--- src/rtl/lcd_monitor.sv ---
// Passive monitor for the 4-bit character-LCD write bus: reassembles nibbles into
// bytes, decodes controller commands and keeps a shadow DDRAM plus display state.
`timescale 1ns/1ps
module lcd_monitor #(
    parameter int VIS_COLS = 16
) (
    input  logic       i_clk,
    input  logic       i_rst_n,
    input  logic       i_lcd_sf_e,
    input  logic       i_lcd_e,
    input  logic       i_lcd_rs,
    input  logic       i_lcd_rw,
    input  logic       i_lcd_d,
    input  logic       i_lcd_c,
    input  logic       i_lcd_b,
    input  logic       i_lcd_a,
    input  logic [4:0] i_rd_addr,
    output logic [7:0] o_rd_char,
    output logic       o_byte_valid,
    output logic       o_byte_rs,
    output logic [7:0] o_byte_val,
    output logic       o_mode4,
    output logic       o_disp_on,
    output logic       o_cursor_on,
    output logic       o_blink_on,
    output logic [6:0] o_cur_addr,
    output logic       o_clr_busy,
    output logic       o_proto_err
);
    localparam int DEPTH = 2 * VIS_COLS;
    localparam int AW    = $clog2(DEPTH);

    typedef enum logic [1:0] {S_INIT8, S_M4_HI, S_M4_LO} state_t;

    // Bus bit order: sf_e, e, rs, rw, d, c, b, a
    logic [7:0] w_bus;
    logic [7:0] r_sync1, r_sync2;
    logic [6:0] r_cap;
    logic       r_e_prev;

    state_t     r_state;
    logic [3:0] r_hi;
    logic       r_hi_rs;
    logic       r_id;
    logic       r_cg_sel;
    logic       r_pend_v;
    logic [7:0] r_pend_byte;
    logic       r_pend_rs;
    logic [AW-1:0] r_clr_idx;
    logic [6:0] r_cur_addr;
    logic       r_clr_busy;
    logic [7:0] r_shadow [DEPTH];

    logic       w_event, w_rs, w_new_v, w_dec_pend, w_dec_v, w_dec_rs, w_vis, w_wr_en;
    logic [3:0] w_nib;
    logic [7:0] w_new_byte, w_dec_byte, w_wr_data;
    logic [AW-1:0] w_vis_idx, w_wr_idx;

    function automatic logic [6:0] f_step(input logic [6:0] a, input logic inc);
        if (inc) return (a == 7'h27) ? 7'h40 : (a == 7'h67) ? 7'h00 : a + 7'd1;
        else     return (a == 7'h00) ? 7'h67 : (a == 7'h40) ? 7'h27 : a - 7'd1;
    endfunction

    assign w_bus = {i_lcd_sf_e, i_lcd_e, i_lcd_rs, i_lcd_rw, i_lcd_d, i_lcd_c, i_lcd_b, i_lcd_a};

    // r_cap holds the last synchronized sample with e high, so data that changes
    // together with the falling edge of e is never captured.
    always_ff @(posedge i_clk or negedge i_rst_n) begin
        if (!i_rst_n) begin
            r_sync1  <= '0;
            r_sync2  <= '0;
            r_cap    <= '0;
            r_e_prev <= 1'b0;
        end else begin
            r_sync1  <= w_bus;
            r_sync2  <= r_sync1;
            r_e_prev <= r_sync2[6];
            if (r_sync2[6])
                r_cap <= {r_sync2[7], r_sync2[5:0]};
        end
    end

    assign w_nib   = r_cap[3:0];
    assign w_rs    = r_cap[5];
    assign w_event = r_e_prev & ~r_sync2[6] & r_cap[6] & ~r_cap[4];

    assign w_new_v    = w_event && (r_state == S_M4_LO) && (w_rs == r_hi_rs);
    assign w_new_byte = {r_hi, w_nib};

    // A pending byte always goes before a freshly completed one.
    assign w_dec_pend = ~r_clr_busy & r_pend_v;
    assign w_dec_v    = w_dec_pend | (w_new_v & ~r_clr_busy & ~r_pend_v);
    assign w_dec_byte = w_dec_pend ? r_pend_byte : w_new_byte;
    assign w_dec_rs   = w_dec_pend ? r_pend_rs : w_rs;

    assign w_vis     = int'(r_cur_addr[5:0]) < VIS_COLS;
    assign w_vis_idx = AW'(int'(r_cur_addr[5:0]) + (r_cur_addr[6] ? VIS_COLS : 0));

    assign w_wr_en   = r_clr_busy | (w_dec_v & w_dec_rs & ~r_cg_sel & w_vis);
    assign w_wr_idx  = r_clr_busy ? r_clr_idx : w_vis_idx;
    assign w_wr_data = r_clr_busy ? 8'h20 : w_dec_byte;

    always_ff @(posedge i_clk or negedge i_rst_n) begin
        if (!i_rst_n) begin
            for (int i = 0; i < DEPTH; i++)
                r_shadow[i] <= 8'h20;
            o_rd_char <= 8'h20;
        end else begin
            if (w_wr_en)
                r_shadow[w_wr_idx] <= w_wr_data;
            o_rd_char <= (int'(i_rd_addr) < DEPTH) ? r_shadow[AW'(i_rd_addr)] : 8'h20;
        end
    end

    always_ff @(posedge i_clk or negedge i_rst_n) begin
        if (!i_rst_n) begin
            r_state      <= S_INIT8;
            r_hi         <= '0;
            r_hi_rs      <= 1'b0;
            r_id         <= 1'b1;
            r_cg_sel     <= 1'b0;
            r_pend_v     <= 1'b0;
            r_pend_byte  <= '0;
            r_pend_rs    <= 1'b0;
            r_clr_idx    <= '0;
            r_clr_busy   <= 1'b0;
            r_cur_addr   <= '0;
            o_byte_valid <= 1'b0;
            o_byte_rs    <= 1'b0;
            o_byte_val   <= '0;
            o_mode4      <= 1'b0;
            o_disp_on    <= 1'b0;
            o_cursor_on  <= 1'b0;
            o_blink_on   <= 1'b0;
            o_proto_err  <= 1'b0;
        end else begin
            o_byte_valid <= 1'b0;

            if (w_event) begin
                case (r_state)
                    S_INIT8: begin
                        if (!w_rs && w_nib == 4'h3) begin
                            o_byte_valid <= 1'b1;
                            o_byte_val   <= 8'h30;
                            o_byte_rs    <= 1'b0;
                        end else if (!w_rs && w_nib == 4'h2) begin
                            o_byte_valid <= 1'b1;
                            o_byte_val   <= 8'h20;
                            o_byte_rs    <= 1'b0;
                            o_mode4      <= 1'b1;
                            r_state      <= S_M4_HI;
                        end else begin
                            o_proto_err  <= 1'b1;
                        end
                    end
                    S_M4_HI: begin
                        r_hi    <= w_nib;
                        r_hi_rs <= w_rs;
                        r_state <= S_M4_LO;
                    end
                    S_M4_LO: begin
                        r_state <= S_M4_HI;
                        if (w_rs != r_hi_rs) begin
                            o_proto_err <= 1'b1;
                        end else begin
                            o_byte_valid <= 1'b1;
                            o_byte_val   <= w_new_byte;
                            o_byte_rs    <= w_rs;
                        end
                    end
                    default: r_state <= S_INIT8;
                endcase
            end

            if (w_dec_pend) begin
                r_pend_v    <= w_new_v;
                r_pend_byte <= w_new_byte;
                r_pend_rs   <= w_rs;
            end else if (w_new_v && r_clr_busy) begin
                if (r_pend_v) begin
                    o_proto_err <= 1'b1;
                end else begin
                    r_pend_v    <= 1'b1;
                    r_pend_byte <= w_new_byte;
                    r_pend_rs   <= w_rs;
                end
            end

            if (r_clr_busy) begin
                r_clr_idx <= r_clr_idx + AW'(1);
                if (r_clr_idx == AW'(DEPTH - 1))
                    r_clr_busy <= 1'b0;
            end

            if (w_dec_v) begin
                if (w_dec_rs) begin
                    r_cur_addr <= f_step(r_cur_addr, r_id);
                end else begin
                    casez (w_dec_byte)
                        8'b1???????: begin
                            r_cur_addr <= w_dec_byte[6:0];
                            r_cg_sel   <= 1'b0;
                        end
                        8'b01??????: r_cg_sel <= 1'b1;
                        8'b001?????: ;
                        8'b0001????: begin
                            if (!w_dec_byte[3])
                                r_cur_addr <= f_step(r_cur_addr, w_dec_byte[2]);
                        end
                        8'b00001???: begin
                            o_disp_on   <= w_dec_byte[2];
                            o_cursor_on <= w_dec_byte[1];
                            o_blink_on  <= w_dec_byte[0];
                        end
                        8'b000001??: r_id <= w_dec_byte[1];
                        8'b0000001?: r_cur_addr <= '0;
                        8'b00000001: begin
                            r_clr_busy <= 1'b1;
                            r_clr_idx  <= '0;
                            r_cur_addr <= '0;
                            r_id       <= 1'b1;
                        end
                        default: ;
                    endcase
                end
            end
        end
    end

    assign o_cur_addr = r_cur_addr;
    assign o_clr_busy = r_clr_busy;

endmodule

--- config.mk ---
export PLATFORM = sky130hd
export DESIGN_NAME = lcd_monitor
export DESIGN_NICKNAME = d
export VERILOG_FILES = /design/src/rtl/lcd_monitor.sv
export SDC_FILE = /design/constraint.sdc
export NUM_CORES = 1
export LEC_CHECK = 0
export ABC_AREA = 1
export BUFFER_PORTS_ARGS = -buffer_cell sky130_fd_sc_hd__buf_2
export CELL_PAD_IN_SITES_DETAIL_PLACEMENT = 1
export CELL_PAD_IN_SITES_GLOBAL_PLACEMENT = 2
export CORE_MARGIN = 2
export CORE_UTILIZATION = 39
export DETAILED_ROUTE_END_ITERATION = 12
export HOLD_SLACK_MARGIN = 0.06
export PLACE_DENSITY = 0.8
export SLEW_MARGIN = 20
export SYNTH_ARGS = -nofsm -noshare
export SYNTH_HDL_FRONTEND = slang
export SYNTH_SLANG_ARGS = --single-unit
--- constraint.sdc ---
create_clock -name i_clk -period 2.5 [get_ports i_clk]
set_input_delay 0.375 -clock i_clk [delete_from_list [all_inputs] [get_ports i_clk]]
set_output_delay 0.375 -clock i_clk [all_outputs]
set_load 0.03 [all_outputs]
# Yosys cells after proc, flatten, opt, wreduce, memory -nomap -nowiden
# Index checks and enable logic that the tools add are counted.
# Widths: inputs -> output; s select.
# op_classes
addsub,4
order_cmp,4
n_eq_ne,22
n_mux,63
bitwise,20
n_reduce_logical,24
# op_table
operator,count
$bwmux 256,1
$mux 8,11
$mux 7,8
$bmux 8 s5,1
$demux 8 s5,1
$mux 5,6
$mux 1,25
$pmux 7 s3,1
$pmux 8 s2,1
$reduce_and 3->1,5
$eq 7x7->1 const B,2
$ge 6x6->1 const B,2
$not 5->6,2
$pmux 1 s2,5
$and 1x1->1,9
$eq 4x2->1 const B,2
$eq 8x1->1 const B,1
$reduce_and 4->1,2
$reduce_bool 2->1,4
$add 7x1->7 const B,1
$eq 7x1->1 const B,1
$eq 7x6->1 const B,1
$logic_not 7->1,1
$not 1->1,7
other kinds (25),37
# word_totals
reg_bits,335
out_inout_bits,31
wordCells,193

# Depth between registers and ports, before layout
# Gate-level depths: netlist of the first run.
# logic_depth
depth_word,13
ltp_mapped,15
mapped_depth_nobuf,13

# Worst setup path before layout of the first run
# No wires, ideal clock.
# synth_timing
kind,register to register
from,"reg r_cur_addr[3], in the netlist o_cur_addr[3]"
to,reg r_shadow[30] (netlist bit)
arrival_time_ns,1.863
setup_slack_ns,0.505
path_stages_with_launch,12
n_path_buf,2
synth_period_minus_slack_ns,1.995
path_cell_list,dfrtp_1 > buf_2 > inv_1 > o21ai_1 > inv_2 > nor2_1 > nand2_1 > nor2_1 > nand2_4 > buf_2 > nand2_1 > o21ai_1
# synth_via
elab_chain_len,8
elab_cells_between_ends,12
cone_classes,add/sub: 1; order compare: 3; mux: 4; bitwise: 3; reduce/logical: 1
# synth_lines
element,line_no,rtl
start: declaration,50,logic [6:0] r_cur_addr;
start signal: assignment,197,"r_cur_addr <= f_step(r_cur_addr, r_id);"
start signal: assignment,201,r_cur_addr <= w_dec_byte[6:0];
start signal: assignment,208,"r_cur_addr <= f_step(r_cur_addr, w_dec_byte[2]);"
$add 5x5->5,97,assign w_vis_idx = AW'(int'(r_cur_addr[5:0]) + (r_cur_addr[6] ? VIS_COLS : 0));
$mux 5,100,assign w_wr_idx = r_clr_busy ? r_clr_idx : w_vis_idx;
$not 5->6 (implied by the code),110,r_shadow[w_wr_idx] <= w_wr_data;
$ge 6x6->1 (implied by the code) / $lt 6x1->1 (equally long branches),110,
$logic_and 1x1->1 (implied by the code),110,
$mux 8 (implied by the code),110,
$demux 8 s5,110,
$bwmux 256,110,
end signal: indexed assignment,110,
end: declaration,52,logic [7:0] r_shadow [DEPTH];
# Parallel ways exist; a longest one is shown, timed or not.
# A chain may end at the register's enable or synchronous reset.

# Worst setup path in the final report of the first run
# layout_timing
from,reg r_cap[5]
to,reg r_shadow[123] (netlist bit)
# layout_via
elab_chain_len,9
elab_cells_between_ends,10
cone_classes,eq/ne: 1; mux: 1; bitwise: 7; reduce/logical: 1
# layout_lines
element,line_no,rtl
start: declaration,38,logic [6:0] r_cap;
start signal: assignment,79,"r_cap <= {r_sync2[7], r_sync2[5:0]};"
$eq 1x1->1,87,assign w_new_v = w_event && (r_state == S_M4_LO) && (w_rs == r_hi_rs);
$logic_and 1x1->1,87,
$and 1x1->1 (2 in a row),92,assign w_dec_v = w_dec_pend | (w_new_v & ~r_clr_busy & ~r_pend_v);
$or 1x1->1,92,
$and 1x1->1 (*) (3 in a row),99,assign w_wr_en = r_clr_busy | (w_dec_v & w_dec_rs & ~r_cg_sel & w_vis);
$or 1x1->1 (*),99,
# Mark *: on every way between the ends. The rest lies on a longest branch, timed or not.

==> results of run 1 <==
-- cell families (layout without fill, tap and decap cells) --
logic type	Yosys count	count (layout)	synth area share [%]
and+or+nand+nor	757	757	20.47
xor gates and xnor gates	7	7	0.3957
AOI/OAI and AO/OA	536	536	18.85
buffers and inverters	193	244	5.588
DFF	335	335	54.38
adders and majority gates	4	4	0.3230
-- registers in the layout, indices dropped and copies added (netlist names), 2 cells and up --
| name | cells |
|---|---|
| r_shadow | 256 |
| o_byte_val | 8 |
| o_rd_char | 8 |
| r_pend_byte | 8 |
| r_sync1 | 8 |
| r_sync2 | 8 |
| o_cur_addr | 7 |
| r_cap | 7 |
| r_clr_idx | 5 |
| r_hi | 4 |
| r_state | 2 |
-- layout make-up --
type / instances / share of cell area [%]
Clock inverter: 8 / 0.7888
Inverter: 68 / 1.444
Multi-Input combinational cell: 1304 / 34.93
Timing Repair Buffer: 106 / 5.099
Sequential cell: 335 / 47.43
Clock buffer: 62 / 6.613
Tap cell: 525 / 3.697
-- where the power goes --
group	internal, mW	switching [mW]	leakage (nW)
sequential	5.51	0.0572	4.48
clock	3.63	2.28	0.644
combinational	0.366	1.04	3.00
total	9.50	3.37	8.13
-- stage by stage --
step	std cells	cell area [um^2]	total power, mW
after floorplan	1832	15490	6.407
after global routing	2408	17770	13.38
after global placement	2329	16360	7.057
after detailed placement	2329	16360	7.071
final	2408	17770	12.87
after CTS	2408	17770	13.04
-- critical path: cells and delay by family (launching register included) --
kind	cells	cell delay, ps
AOI/OAI and AO/OA	1	70
and+or+nand+nor	8	1100
DFF	1	420
buffers and inverters	2	470
-- per-layer routing --
layer  wire (um)  share of wire [%]  global-route usage, %
met4        1153                2.3                  6.726
met3        1621                3.3                  3.036
met5           0                  0                      0
met1       22460                 46                  33.28
met2       23860                 49                  41.11
-- synth_stat cells (25+ instances only) --
cell type / count
sky130_fd_sc_hd__nand3_1: 73
sky130_fd_sc_hd__dfstp_2: 34
sky130_fd_sc_hd__inv_1: 61
sky130_fd_sc_hd__buf_2: 31
sky130_fd_sc_hd__o21ai_0: 218
sky130_fd_sc_hd__dfrtp_1: 301
sky130_fd_sc_hd__nor2_1: 197
sky130_fd_sc_hd__clkbuf_1: 73
sky130_fd_sc_hd__a21oi_1: 25
sky130_fd_sc_hd__o21ai_1: 220
sky130_fd_sc_hd__o221ai_1: 44
sky130_fd_sc_hd__nand2_1: 439
-- worst paths after layout --
check / to / from / slack (ps)
setup reg to reg: r_shadow[123] / r_cap[5] / 250
hold reg to reg: r_sync2[4] / r_sync1[4] / 350
min in group asynchronous: r_shadow[34] / i_rst_n / 400
max in group asynchronous: r_shadow[149] / i_rst_n / 1220
setup / recovery: r_shadow[123] / r_cap[5] / 250
hold / removal: o_rd_char[5] / i_rd_addr[4] / 190
-- cell usage in the layout, fill, tap and decap left out, types with 3 or more instances in the layout --
| cell type | count |
|---|---|
| sky130_fd_sc_hd__dlygate4sd3_1 | 9 |
| sky130_fd_sc_hd__nor2_1 | 196 |
| sky130_fd_sc_hd__nand2_4 | 19 |
| sky130_fd_sc_hd__o21ai_1 | 220 |
| sky130_fd_sc_hd__dfstp_2 | 34 |
| sky130_fd_sc_hd__nand2_2 | 14 |
| sky130_fd_sc_hd__o221ai_1 | 44 |
| sky130_fd_sc_hd__clkbuf_8 | 7 |
| sky130_fd_sc_hd__inv_1 | 59 |
| sky130_fd_sc_hd__buf_2 | 43 |
| sky130_fd_sc_hd__o21ai_0 | 218 |
| sky130_fd_sc_hd__clkbuf_16 | 41 |
| sky130_fd_sc_hd__buf_12 | 15 |
| sky130_fd_sc_hd__a21oi_1 | 25 |
| sky130_fd_sc_hd__o21a_1 | 6 |
| sky130_fd_sc_hd__ha_1 | 4 |
| sky130_fd_sc_hd__nand2_1 | 439 |
| sky130_fd_sc_hd__clkbuf_1 | 14 |
| sky130_fd_sc_hd__inv_2 | 5 |
| sky130_fd_sc_hd__clkinv_1 | 3 |
| sky130_fd_sc_hd__o22ai_1 | 12 |
| sky130_fd_sc_hd__buf_4 | 38 |
| sky130_fd_sc_hd__clkinv_2 | 5 |
| sky130_fd_sc_hd__xor2_1 | 5 |
| sky130_fd_sc_hd__nand3_1 | 73 |
| sky130_fd_sc_hd__dfrtp_1 | 301 |
| sky130_fd_sc_hd__bufinv_16 | 4 |
| sky130_fd_sc_hd__nand4_1 | 7 |
==> metrics.log, run 1 <==
[metrics] average wire per cell in the routed design: 20.38 um
[metrics] Synth async-reset ratio: 100.0%
[metrics] # nets final: 1872
[metrics] fin crit period: 2246 ps
[metrics] number of distinct library cells after synthesis: 42
[metrics] maximum achievable frequency: 445.3 MHz
[metrics] maximum root-to-sink buffer count: 3
[metrics] total track usage: 24.42%
[metrics] Antenna Diode Count: 0
[metrics] average cell area after synthesis: 8.458 um^2
[metrics] number of enable-type register cells in the synthesized netlist: 0
[metrics] via count of the first global-routing pass: 13640
[metrics] per-cell via count in the routed design: 5.408
[metrics] FP Rows: 73
[metrics] insertion delay of the later-clocked pin in the worst-skew pair: 540 ps
[metrics] period utilization: 89.83%
[metrics] Primary FF master, synth: sky130_fd_sc_hd__dfrtp_1
[metrics] total of hold buffers inserted after clock tree synthesis: 9
[metrics] number of vias in the routed layout: 13020
[metrics] Setup WS post-layout: 254.3 ps
[metrics] post-cts gate resize count: 0
[metrics] total power density per cell area: 724.7 nW/um^2
[metrics] final total negative setup slack: 0 ps
[metrics] CTS tree: yes
[metrics] number of I/O pins: 46
[metrics] number of clock sinks: 335
[metrics] largest net degree at the start of global routing: 67
[metrics] share of Yosys cell area claimed by the top area cell type: 48.61%
[metrics] wire length of the first global-routing pass: 78930 um
[metrics] area added between synthesis and finish: 14.66%
[metrics] Cell Chain, Critical Path: inv_1 > nor2_1 > nor2_1 > nand3_1 > nand2_1 > nand4_1 > nand2_2 > buf_12 > nand2_2 > nand2_1 > o21ai_1
[metrics] cell leakage power: 8.133 nW
[metrics] share of the yosys chip area belonging to registers: 54.38%
[metrics] cell with the largest stage delay on the worst path: sky130_fd_sc_hd__dfrtp_1
[metrics] nets in the synthesized netlist: 1851
[metrics] CTS root buffer: sky130_fd_sc_hd__clkbuf_16
[metrics] status: finished clean
[metrics] cells on worst reg2reg path: 11
[metrics] initial core utilization: 39.27%
[metrics] Antenna Violating Nets Remaining: 0
[metrics] worst relative slew slack: 50.83%
[metrics] worst voltage drop across the vdd grid: 431.9 uV
[metrics] worst min-delay path category: in2reg
[metrics] Critical Path Start Type: flop
[metrics] Synth warnings: 0
[metrics] Detailed Route Iter0 Violations: 857
[metrics] number of antenna violations at the first check in global routing: 0
[metrics] global-route congestion overflow total: 0
[metrics] hold slack final: 185.8 ps
[metrics] footprint of the flip-flops and latches: 8426 um^2
[metrics] half-perimeter wire length after detailed placement: 30900 um
[metrics] top post-synthesis cells by area: sky130_fd_sc_hd__dfrtp_1, sky130_fd_sc_hd__nand2_1, sky130_fd_sc_hd__o21ai_1
[metrics] worst-case clock skew: 15.89 ps
[metrics] setup repair after global routing missed its margin: false
[metrics] register bit count reported by yosys: 335
[metrics] arrival time of data at the critical path endpoint: 2630 ps
[metrics] endpoint class of the critical path: flop
[metrics] core area: 39460 um^2
[metrics] routability-driven placement congestion ratio: 0.8328
[metrics] category of the most critical setup path: reg2reg
[metrics] Post-Syn Instances: 1832
[metrics] fraction of layout instances using a drive strength above 1: 12.43%
[metrics] die outline width: 203.3 um
[metrics] worst-path fanout max: 16
[metrics] number of buffers inserted by post-CTS setup repair: 0
[metrics] length of the first detailed-routing pass in iterations: 5
[metrics] number of levels the H-tree was split into: 2
[metrics] worst path required time: 2890 ps
[metrics] clock edge transition at the registers on the reported setup and hold paths: 60 ps
[metrics] endpoints failing hold: 0
[metrics] core occupancy in the finished layout: 45.02%
[metrics] count of buffers from port buffering: 45
[metrics] library cell with the largest summed area after synthesis: sky130_fd_sc_hd__dfrtp_1
[metrics] Worst Max-Slew Pin Slew: 736.8 ps
[metrics] number of pins with negative max-slew slack in the final report: 0
[metrics] Cell Area, Synth: 15490 um^2
[metrics] setup slack after placement: 229.3 ps
[metrics] Post-route DRC: 0
[metrics] die area: 41340 um^2
[metrics] Routed WL: 49090 um
[metrics] final setup vio count: 0
[metrics] die height: 203.3 um
[metrics] peak per-stage delay on the critical path: 420 ps
[metrics] layout filler cell count: 4671
[metrics] area used by multi-input combinational logic: 6206 um^2
[metrics] TritonCTS Buffers: 38
[metrics] Worst Hold Depth: 2
[metrics] number of max-cap violations: 0
Power figures use the tool's default switching activity.
==> run 2: changes to the inputs <==
--- a/config.mk
+++ b/config.mk
@@ -9,7 +9,7 @@
 export BUFFER_PORTS_ARGS = -buffer_cell sky130_fd_sc_hd__buf_2
 export CELL_PAD_IN_SITES_DETAIL_PLACEMENT = 1
 export CELL_PAD_IN_SITES_GLOBAL_PLACEMENT = 2
-export CORE_MARGIN = 2
+export CORE_MARGIN = 4
 export CORE_UTILIZATION = 39
 export DETAILED_ROUTE_END_ITERATION = 12
 export HOLD_SLACK_MARGIN = 0.06
==> run 2 against run 1 <==
- critical path depth shrank 3
- clock skew is 3.5 ps lower
- setup slack worse by 16 ps
- global-route usage down 2.1 points
- core utilization increased by 0.58 points
- design area up 0.13%
- largest cell class unchanged
- highest routed layer unchanged
==> metrics.log, run 2 (synthesis results as in run 1) <==
[metrics] number of max-cap violations: 0 (unchanged)
[metrics] # nets final: 1872 (unchanged)
[metrics] worst-case clock skew: 12.43 ps (was 15.89 ps)
[metrics] Setup crit start: o_cur_addr[6] (was r_cap[5])
[metrics] number of clock sinks: 335 (unchanged)
[metrics] reg-to-reg setup timing slack: 240 ps (was 250 ps)
[metrics] worst min-delay path category: in2reg (unchanged)
[metrics] layout filler cell count: 4592 (was 4671)
[metrics] worst relative slew slack: 57.54% (was 50.83%)
[metrics] CTS tree: yes (unchanged)
[metrics] number of vias in the routed layout: 13000 (was 13020)
[metrics] status: finished clean (unchanged)
[metrics] commonest non-fill, non-tap cells in the layout: sky130_fd_sc_hd__nand2_1, sky130_fd_sc_hd__dfrtp_1, sky130_fd_sc_hd__o21ai_1 (unchanged)
[metrics] proportion of power drawn by the clock network: 46.7% (was 45.8%)
[metrics] length of the first detailed-routing pass in iterations: 5 (unchanged)
[metrics] core area: 39010 um^2 (was 39460 um^2)
[metrics] startpoint of the worst register-to-register path: o_cur_addr[6] (was r_cap[5])
[metrics] category of the most critical setup path: reg2reg (unchanged)
[metrics] register ranked first by flip-flop count: r_shadow (unchanged)
[metrics] per-cell via count in the routed design: 5.412 (was 5.408)
[metrics] cell leakage power: 8.146 nW (was 8.133 nW)
[metrics] wire length of the first global-routing pass: 78030 um (was 78930 um)
[metrics] clock edge transition at the registers on the reported setup and hold paths: 60 ps (about the same)
[metrics] switching power: 3.401 mW (was 3.371 mW)
[metrics] endpoints failing hold: 0 (unchanged)
[metrics] maximum root-to-sink buffer count: 3 (unchanged)
[metrics] Routed WL: 48170 um (was 49090 um)
[metrics] final setup vio count: 0 (unchanged)
[metrics] insertion delay of the later-clocked pin in the worst-skew pair: 530 ps (was 540 ps)
[metrics] maximum achievable frequency: 442.1 MHz (was 445.3 MHz)
[metrics] die area: 42980 um^2 (was 41340 um^2)
[metrics] worst-path fanout max: 16 (unchanged)
[metrics] die outline width: 207.3 um (was 203.3 um)
[metrics] Post-route DRC: 0 (unchanged)
[metrics] footprint of the flip-flops and latches: 8426 um^2 (unchanged)
[metrics] average wire per cell in the routed design: 20.05 um (was 20.38 um)
[metrics] period utilization: 90.47% (was 89.83%)
[metrics] cells on worst reg2reg path: 8 (was 11)
[metrics] Worst Max-Slew Pin Slew: 635.0 ps (was 736.8 ps)
[metrics] number of I/O pins: 46 (unchanged)
[metrics] Sw Ratio: 26.14% (was 26.18%)
[metrics] most frequent standard cell in the layout excluding fill and tap cells: sky130_fd_sc_hd__nand2_1 (unchanged)
[metrics] initial core utilization: 39.72% (was 39.27%)
[metrics] number of pins with negative max-slew slack in the final report: 0 (unchanged)
[metrics] Antenna Violating Nets Remaining: 0 (unchanged)
[metrics] total track usage: 22.27% (was 24.42%)
[metrics] routability-driven placement congestion ratio: 0.8150 (was 0.8328)
[metrics] total power density per cell area: 731.5 nW/um^2 (was 724.7 nW/um^2)
[metrics] area added between synthesis and finish: 14.80% (was 14.66%)
[metrics] CTS root buffer: sky130_fd_sc_hd__clkbuf_16 (unchanged)
[metrics] half-perimeter wire length after detailed placement: 30180 um (was 30900 um)
[metrics] FP Rows: 72 (was 73)
[metrics] termination of the worst setup path: r_shadow[228] (was r_shadow[123])
[metrics] count of buffers from port buffering: 45 (unchanged)
[metrics] Pint: 9.611 mW (was 9.503 mW)
[metrics] flip-flop count of the largest register after layout: 256 (unchanged)
[metrics] Critical Path Start Type: flop (unchanged)
[metrics] end of the worst register-to-register path: r_shadow[228] (was r_shadow[123])
[metrics] fraction of layout instances using a drive strength above 1: 12.90% (was 12.43%)
[metrics] worst voltage drop across the vdd grid: 745.6 uV (was 431.9 uV)
[metrics] fin crit period: 2262 ps (was 2246 ps)
[metrics] TritonCTS Buffers: 39 (was 38)
[metrics] worst path required time: 2900 ps (was 2890 ps)
[metrics] final total negative setup slack: 0 ps (unchanged)
[metrics] Detailed Route Iter0 Violations: 904 (was 857)
[metrics] number of antenna violations at the first check in global routing: 1 (was 0)
[metrics] via count of the first global-routing pass: 13540 (was 13640)
[metrics] arrival time of data at the critical path endpoint: 2660 ps (was 2630 ps)
[metrics] endpoint class of the critical path: flop (unchanged)
[metrics] combinational power share: 10.4% (was 10.9%)
[metrics] hold slack final: 160.7 ps (was 185.8 ps)
[metrics] PnR Total Power: 13.01 mW (was 12.87 mW)
[metrics] part of the power in registers: 42.9% (was 43.3%)
[metrics] number of levels the H-tree was split into: 2 (unchanged)
[metrics] die height: 207.3 um (was 203.3 um)
[metrics] largest net degree at the start of global routing: 78 (was 67)
[metrics] setup repair after global routing missed its margin: false (unchanged)
[metrics] area used by multi-input combinational logic: 6211 um^2 (was 6206 um^2)
[metrics] global-route congestion overflow total: 0 (unchanged)
-- run 2: cell types whose count changed in the layout (fill, tap and decap cells not counted), sizes merged --
cell      before  now
diode          0    1
clkbuf        62   55
bufinv         4    5
clkinv         8   11
buf           97   96
clkinvlp       0    3
inv           64   65
-- run 2: per-stage QoR --
stage	instances	area, um^2	util [%]	worst slack [ps]
6_report	2402	17790	45.60	238.2
5_1_grt	2401	17790	45.60	30.53
2_1_floorplan	1832	15490	-	504.9
3_3_place_gp	2321	16320	41.84	250.9
3_5_place_dp	2321	16320	41.84	248.3
4_1_cts	2401	17780	45.58	225.0
-- run 2: power groups by stage --
stage | clock network (mW) | logic (mW) | registers (mW)
global placement | 0 | 1.35 | 5.67
detailed placement | 0 | 1.36 | 5.67
finish | 6.08 | 1.36 | 5.58
CTS | 6.21 | 1.38 | 5.58
global route | 6.47 | 1.51 | 5.58
floorplan | 0 | 0.679 | 5.73
-- run 2: layout make-up --
cell class	count	area share, %
Antenna cell	1	0.01407
Timing Repair Buffer	105	4.910
Sequential cell	335	47.37
Tap cell	518	3.644
Clock buffer	55	6.513
Multi-Input combinational cell	1304	34.92
Clock inverter	16	1.196
Inverter	68	1.442
-- run 2: timing repair --
item	4_1_cts	5_1_grt
gates resized for setup	0	1
hold buffers	9	0
buffers inserted	0	0
setup endpoints to repair	0	1
hold endpoints to repair	49	0
-- run 2: metal layers --
| layer | up-vias | track usage, % | wire, um |
|---|---|---|---|
| met4 | 0 | 6.179 | 1248 |
| li1 | 6176 | - | - |
| met1 | 6560 | 30.84 | 22320 |
| met2 | 199 | 36.92 | 23010 |
| met3 | 64 | 3.143 | 1591 |
| met5 | - | 0 | 0 |
-- run 2: critical path, cell delays in order (launching register included) --
cell and delay [ps]:
sky130_fd_sc_hd__dfrtp_1 460, sky130_fd_sc_hd__xnor2_1 300, sky130_fd_sc_hd__nand2_1 90, sky130_fd_sc_hd__o21ai_1 270, sky130_fd_sc_hd__nand3_1 350, sky130_fd_sc_hd__nor2_1 220, sky130_fd_sc_hd__nand2_2 230, sky130_fd_sc_hd__nand2_1 120
sky130_fd_sc_hd__o21ai_1 70
-- run 2: how the worst min path moves through the flow --
| stage | cells after the start | to | slack, ps | start |
|---|---|---|---|---|
| 2_1_floorplan | 0 | o_blink_on | 80 | i_rst_n |
| 3_3_place_gp | 0 | r_sync2[0] | 330 | r_sync1[0] |
| 3_5_place_dp | 0 | r_sync2[2] | 340 | r_sync1[2] |
| 4_1_cts | 3 | o_rd_char[3] | 150 | i_rd_addr[4] |
| 5_1_grt | 3 | o_rd_char[3] | 160 | i_rd_addr[4] |
| 6_report | 3 | o_rd_char[3] | 160 | i_rd_addr[4] |
==> run 3: changes to the inputs <==
--- a/config.mk
+++ b/config.mk
@@ -6,14 +6,15 @@
 export NUM_CORES = 1
 export LEC_CHECK = 0
 export ABC_AREA = 1
-export BUFFER_PORTS_ARGS = -buffer_cell sky130_fd_sc_hd__buf_2
 export CELL_PAD_IN_SITES_DETAIL_PLACEMENT = 1
 export CELL_PAD_IN_SITES_GLOBAL_PLACEMENT = 2
 export CORE_MARGIN = 4
-export CORE_UTILIZATION = 39
+export CORE_UTILIZATION = 40
 export DETAILED_ROUTE_END_ITERATION = 12
+export DONT_BUFFER_PORTS = 1
 export HOLD_SLACK_MARGIN = 0.06
-export PLACE_DENSITY = 0.8
+export PLACE_DENSITY = 0.87
+export REMOVE_ABC_BUFFERS = 1
 export SLEW_MARGIN = 20
 export SYNTH_ARGS = -nofsm -noshare
 export SYNTH_HDL_FRONTEND = slang
==> run 3 against run 2 <==
- the run now ends with negative hold slack left
- total power down 6.2%
- critical path type unchanged
- die area down 2.4%
- design area down 3.4%
- flip-flop and latch count unchanged
- global-route usage up 0.21 points
- critical endpoint is now r_shadow[226]
- largest cell class unchanged
- setup slack worse by 12 ps
- fmax down 0.53%
- sequential power up 1%
- count of clock-buffer cells in the layout up 9
==> metrics.log, run 3 (synthesis results as in run 1) <==
[metrics] final setup vio count: 0 (unchanged)
[metrics] total of hold buffers inserted after clock tree synthesis: 9 (unchanged)
[metrics] via count of the first global-routing pass: 13360 (was 13540)
[metrics] die outline width: 204.8 um (was 207.3 um)
[metrics] Top delay family on crit path: simple AND/OR/NAND/NOR gates (unchanged)
[metrics] number of buffers inserted by post-CTS setup repair: 0 (unchanged)
[metrics] violations in the final reports: negative hold slack
[metrics] number of max-cap violations: 0 (unchanged)
[metrics] CTS root buffer: sky130_fd_sc_hd__clkbuf_16 (unchanged)
[metrics] worst relative slew slack: 28.16% (was 57.54%)
[metrics] cell with the largest stage delay on the worst path: sky130_fd_sc_hd__dfrtp_1 (unchanged)
[metrics] CP Buf/Inv Count: 2 (was 0)
[metrics] endpoints failing hold: 320 (was 0)
[metrics] Cell Chain, Critical Path: inv_1 > nor2_1 > nor2_1 > nand3_1 > nand2_1 > nand4_1 > nand2_4 > buf_4 > nand2_2 > nand2_1 > o21ai_1 (was xnor2_1 > nand2_1 > o21ai_1 > nand3_1 > nor2_1 > nand2_2 > nand2_1 > o21ai_1)
[metrics] Antenna Diode Count: 0 (was 1)
[metrics] CTS tree: yes (unchanged)
[metrics] Routed WL: 45700 um (was 48170 um)
[metrics] total track usage: 22.48% (was 22.27%)
[metrics] number of antenna violations at the first check in global routing: 0 (was 1)
[metrics] wire length of the first global-routing pass: 75340 um (was 78030 um)
[metrics] period utilization: 90.95% (was 90.47%)
[metrics] maximum root-to-sink buffer count: 3 (unchanged)
[metrics] per-cell via count in the routed design: 5.463 (was 5.412)
[metrics] global-route congestion overflow total: 0 (unchanged)
[metrics] area added between synthesis and finish: 10.93% (was 14.80%)
[metrics] worst-path fanout max: 16 (unchanged)
[metrics] Post-Layout Cell Count: 2338 (was 2402)
[metrics] half-perimeter wire length after detailed placement: 27510 um (was 30180 um)
[metrics] maximum achievable frequency: 439.8 MHz (was 442.1 MHz)
[metrics] worst path required time: 2910 ps (was 2900 ps)
[metrics] number of pins with negative max-slew slack in the final report: 0 (unchanged)
[metrics] worst voltage drop across the vdd grid: 548.5 uV (was 745.6 uV)
[metrics] number of I/O pins: 46 (unchanged)
[metrics] TritonCTS Buffers: 39 (unchanged)
[metrics] routability-driven placement congestion ratio: 0.8239 (was 0.8150)
[metrics] clock edge transition at the registers on the reported setup and hold paths: 60 ps (about the same)
[metrics] number of vias in the routed layout: 12770 (was 13000)
[metrics] largest net degree at the start of global routing: 336 (was 78)
[metrics] worst-case clock skew: 24.31 ps (was 12.43 ps)
[metrics] initial core utilization: 40.85% (was 39.72%)
[metrics] insertion delay of the later-clocked pin in the worst-skew pair: 560 ps (was 530 ps)
[metrics] Antenna Violating Nets Remaining: 0 (unchanged)
[metrics] average wire per cell in the routed design: 19.55 um (was 20.05 um)
[metrics] core occupancy in the finished layout: 45.31% (was 45.60%)
[metrics] category of the most critical setup path: reg2reg (unchanged)
[metrics] worst min-delay path category: in2async (was in2reg)
[metrics] fraction of layout instances using a drive strength above 1: 9.633% (was 12.90%)
[metrics] fin crit period: 2274 ps (was 2262 ps)
[metrics] FP Rows: 71 (was 72)
[metrics] cells on worst reg2reg path: 11 (was 8)
[metrics] number of clock sinks: 335 (unchanged)
[metrics] arrival time of data at the critical path endpoint: 2680 ps (was 2660 ps)
[metrics] peak per-stage delay on the critical path: 390 ps (was 460 ps)
[metrics] cell leakage power: 7.767 nW (was 8.146 nW)
[metrics] status: finished with violations (was finished clean)
[metrics] flip-flop count of the largest register after layout: 256 (unchanged)
[metrics] total power density per cell area: 709.8 nW/um^2 (was 731.5 nW/um^2)
[metrics] count of buffers from port buffering: 0 (was 45)
[metrics] cell count along the critical path: 11 (was 8)
[metrics] register ranked first by flip-flop count: r_shadow (unchanged)
[metrics] endpoint class of the critical path: flop (unchanged)
[metrics] Detailed Route Iter0 Violations: 766 (was 904)
[metrics] placed cell count: 2257 (was 2321)
[metrics] core area: 37930 um^2 (was 39010 um^2)
[metrics] hold slack final: -478.8 ps (was 160.7 ps)
[metrics] most frequent standard cell in the layout excluding fill and tap cells: sky130_fd_sc_hd__nand2_1 (unchanged)
[metrics] PnR Total Power: 12.20 mW (was 13.01 mW)
[metrics] commonest non-fill, non-tap cells in the layout: sky130_fd_sc_hd__nand2_1, sky130_fd_sc_hd__dfrtp_1, sky130_fd_sc_hd__o21ai_1 (unchanged)
[metrics] termination of the worst setup path: r_shadow[226] (was r_shadow[228])
[metrics] end of the worst register-to-register path: r_shadow[226] (was r_shadow[228])
[metrics] final total negative setup slack: 0 ps (unchanged)
[metrics] Worst Max-Slew Pin Slew: 1078 ps (was 635.0 ps)
[metrics] die height: 204.8 um (was 207.3 um)
[metrics] length of the first detailed-routing pass in iterations: 4 (was 5)
[metrics] die area: 41950 um^2 (was 42980 um^2)
[metrics] startpoint of the worst register-to-register path: r_cap[5] (was o_cur_addr[6])
[metrics] reg-to-reg setup timing slack: 230 ps (was 240 ps)
[metrics] # nets final: 1815 (was 1872)
[metrics] Setup crit start: r_cap[5] (was o_cur_addr[6])
[metrics] Critical Path Start Type: flop (unchanged)
[metrics] number of levels the H-tree was split into: 2 (unchanged)
[metrics] setup repair after global routing missed its margin: true (was false)
[metrics] Post-route DRC: 0 (unchanged)
[run 3: cell count changes in the layout (fill, tap and decap cells not counted), sizes merged]
cell	change
clkinvlp	-3
buf	-57
clkbuf	+9
diode	-1
bufinv	-4
clkinv	-4
inv	+3
[run 3: metal layers]
| metal | GRT usage (%) | wire length (um) | vias up |
|---|---|---|---|
| met3 | 4.417 | 1959 | 68 |
| met1 | 31.52 | 21230 | 6415 |
| met2 | 35.68 | 21280 | 220 |
| met4 | 6.628 | 1230 | 0 |
| li1 | - | - | 6069 |
| met5 | 0 | 0 | - |
[run 3: how the worst min path moves through the flow]
stage	start	to	slack [ps]
2_1_floorplan	i_rst_n	o_blink_on	80
3_3_place_gp	i_rst_n	r_shadow[233]	100
3_5_place_dp	i_rst_n	r_shadow[233]	100
4_1_cts	i_rst_n	r_shadow[67]	-500
5_1_grt	i_rst_n	r_shadow[233]	-500
6_report	i_rst_n	r_shadow[249]	-480
[run 3: power breakdown]
group	total [mW]	switching (mW)	internal [mW]
Clock	5.55	2.27	3.28
Sequential	5.64	0.130	5.51
Combinational	1.01	0.733	0.276
Total	12.2	3.13	9.07
[run 3: timing repair]
item	CTS	global route
hold endpoints to repair	346	335
gates resized for setup	0	1
setup endpoints to repair	0	57
[run 3: per-stage QoR]
stage	hold slack [ps]	worst slack, ps	area [um^2]
2_1_floorplan	79.41	-983.3	14880
3_3_place_gp	99.16	311.7	15860
3_5_place_dp	97.53	160.1	15860
4_1_cts	-500.4	145.6	17180
5_1_grt	-504.6	-23.48	17190
6_report	-478.8	226.2	17190
[run 3: final cells by class]
class	count	area, um^2
well taps	511	639.4
inverters	68	256.5
fillers	4509	20740
repair buffers	48	420.4
clock inverters	8	76.32
flip-flops and latches	335	8426
clock buffers	64	1160
multi-input cells	1304	6211
[run 3: worst register-to-register path: cells and delay by family (launching register included)]
kind / cells / cell delay (ps)
flops: 1 / 390
buf+inv: 2 / 470
compound gates: 1 / 70
simple gates: 8 / 1200
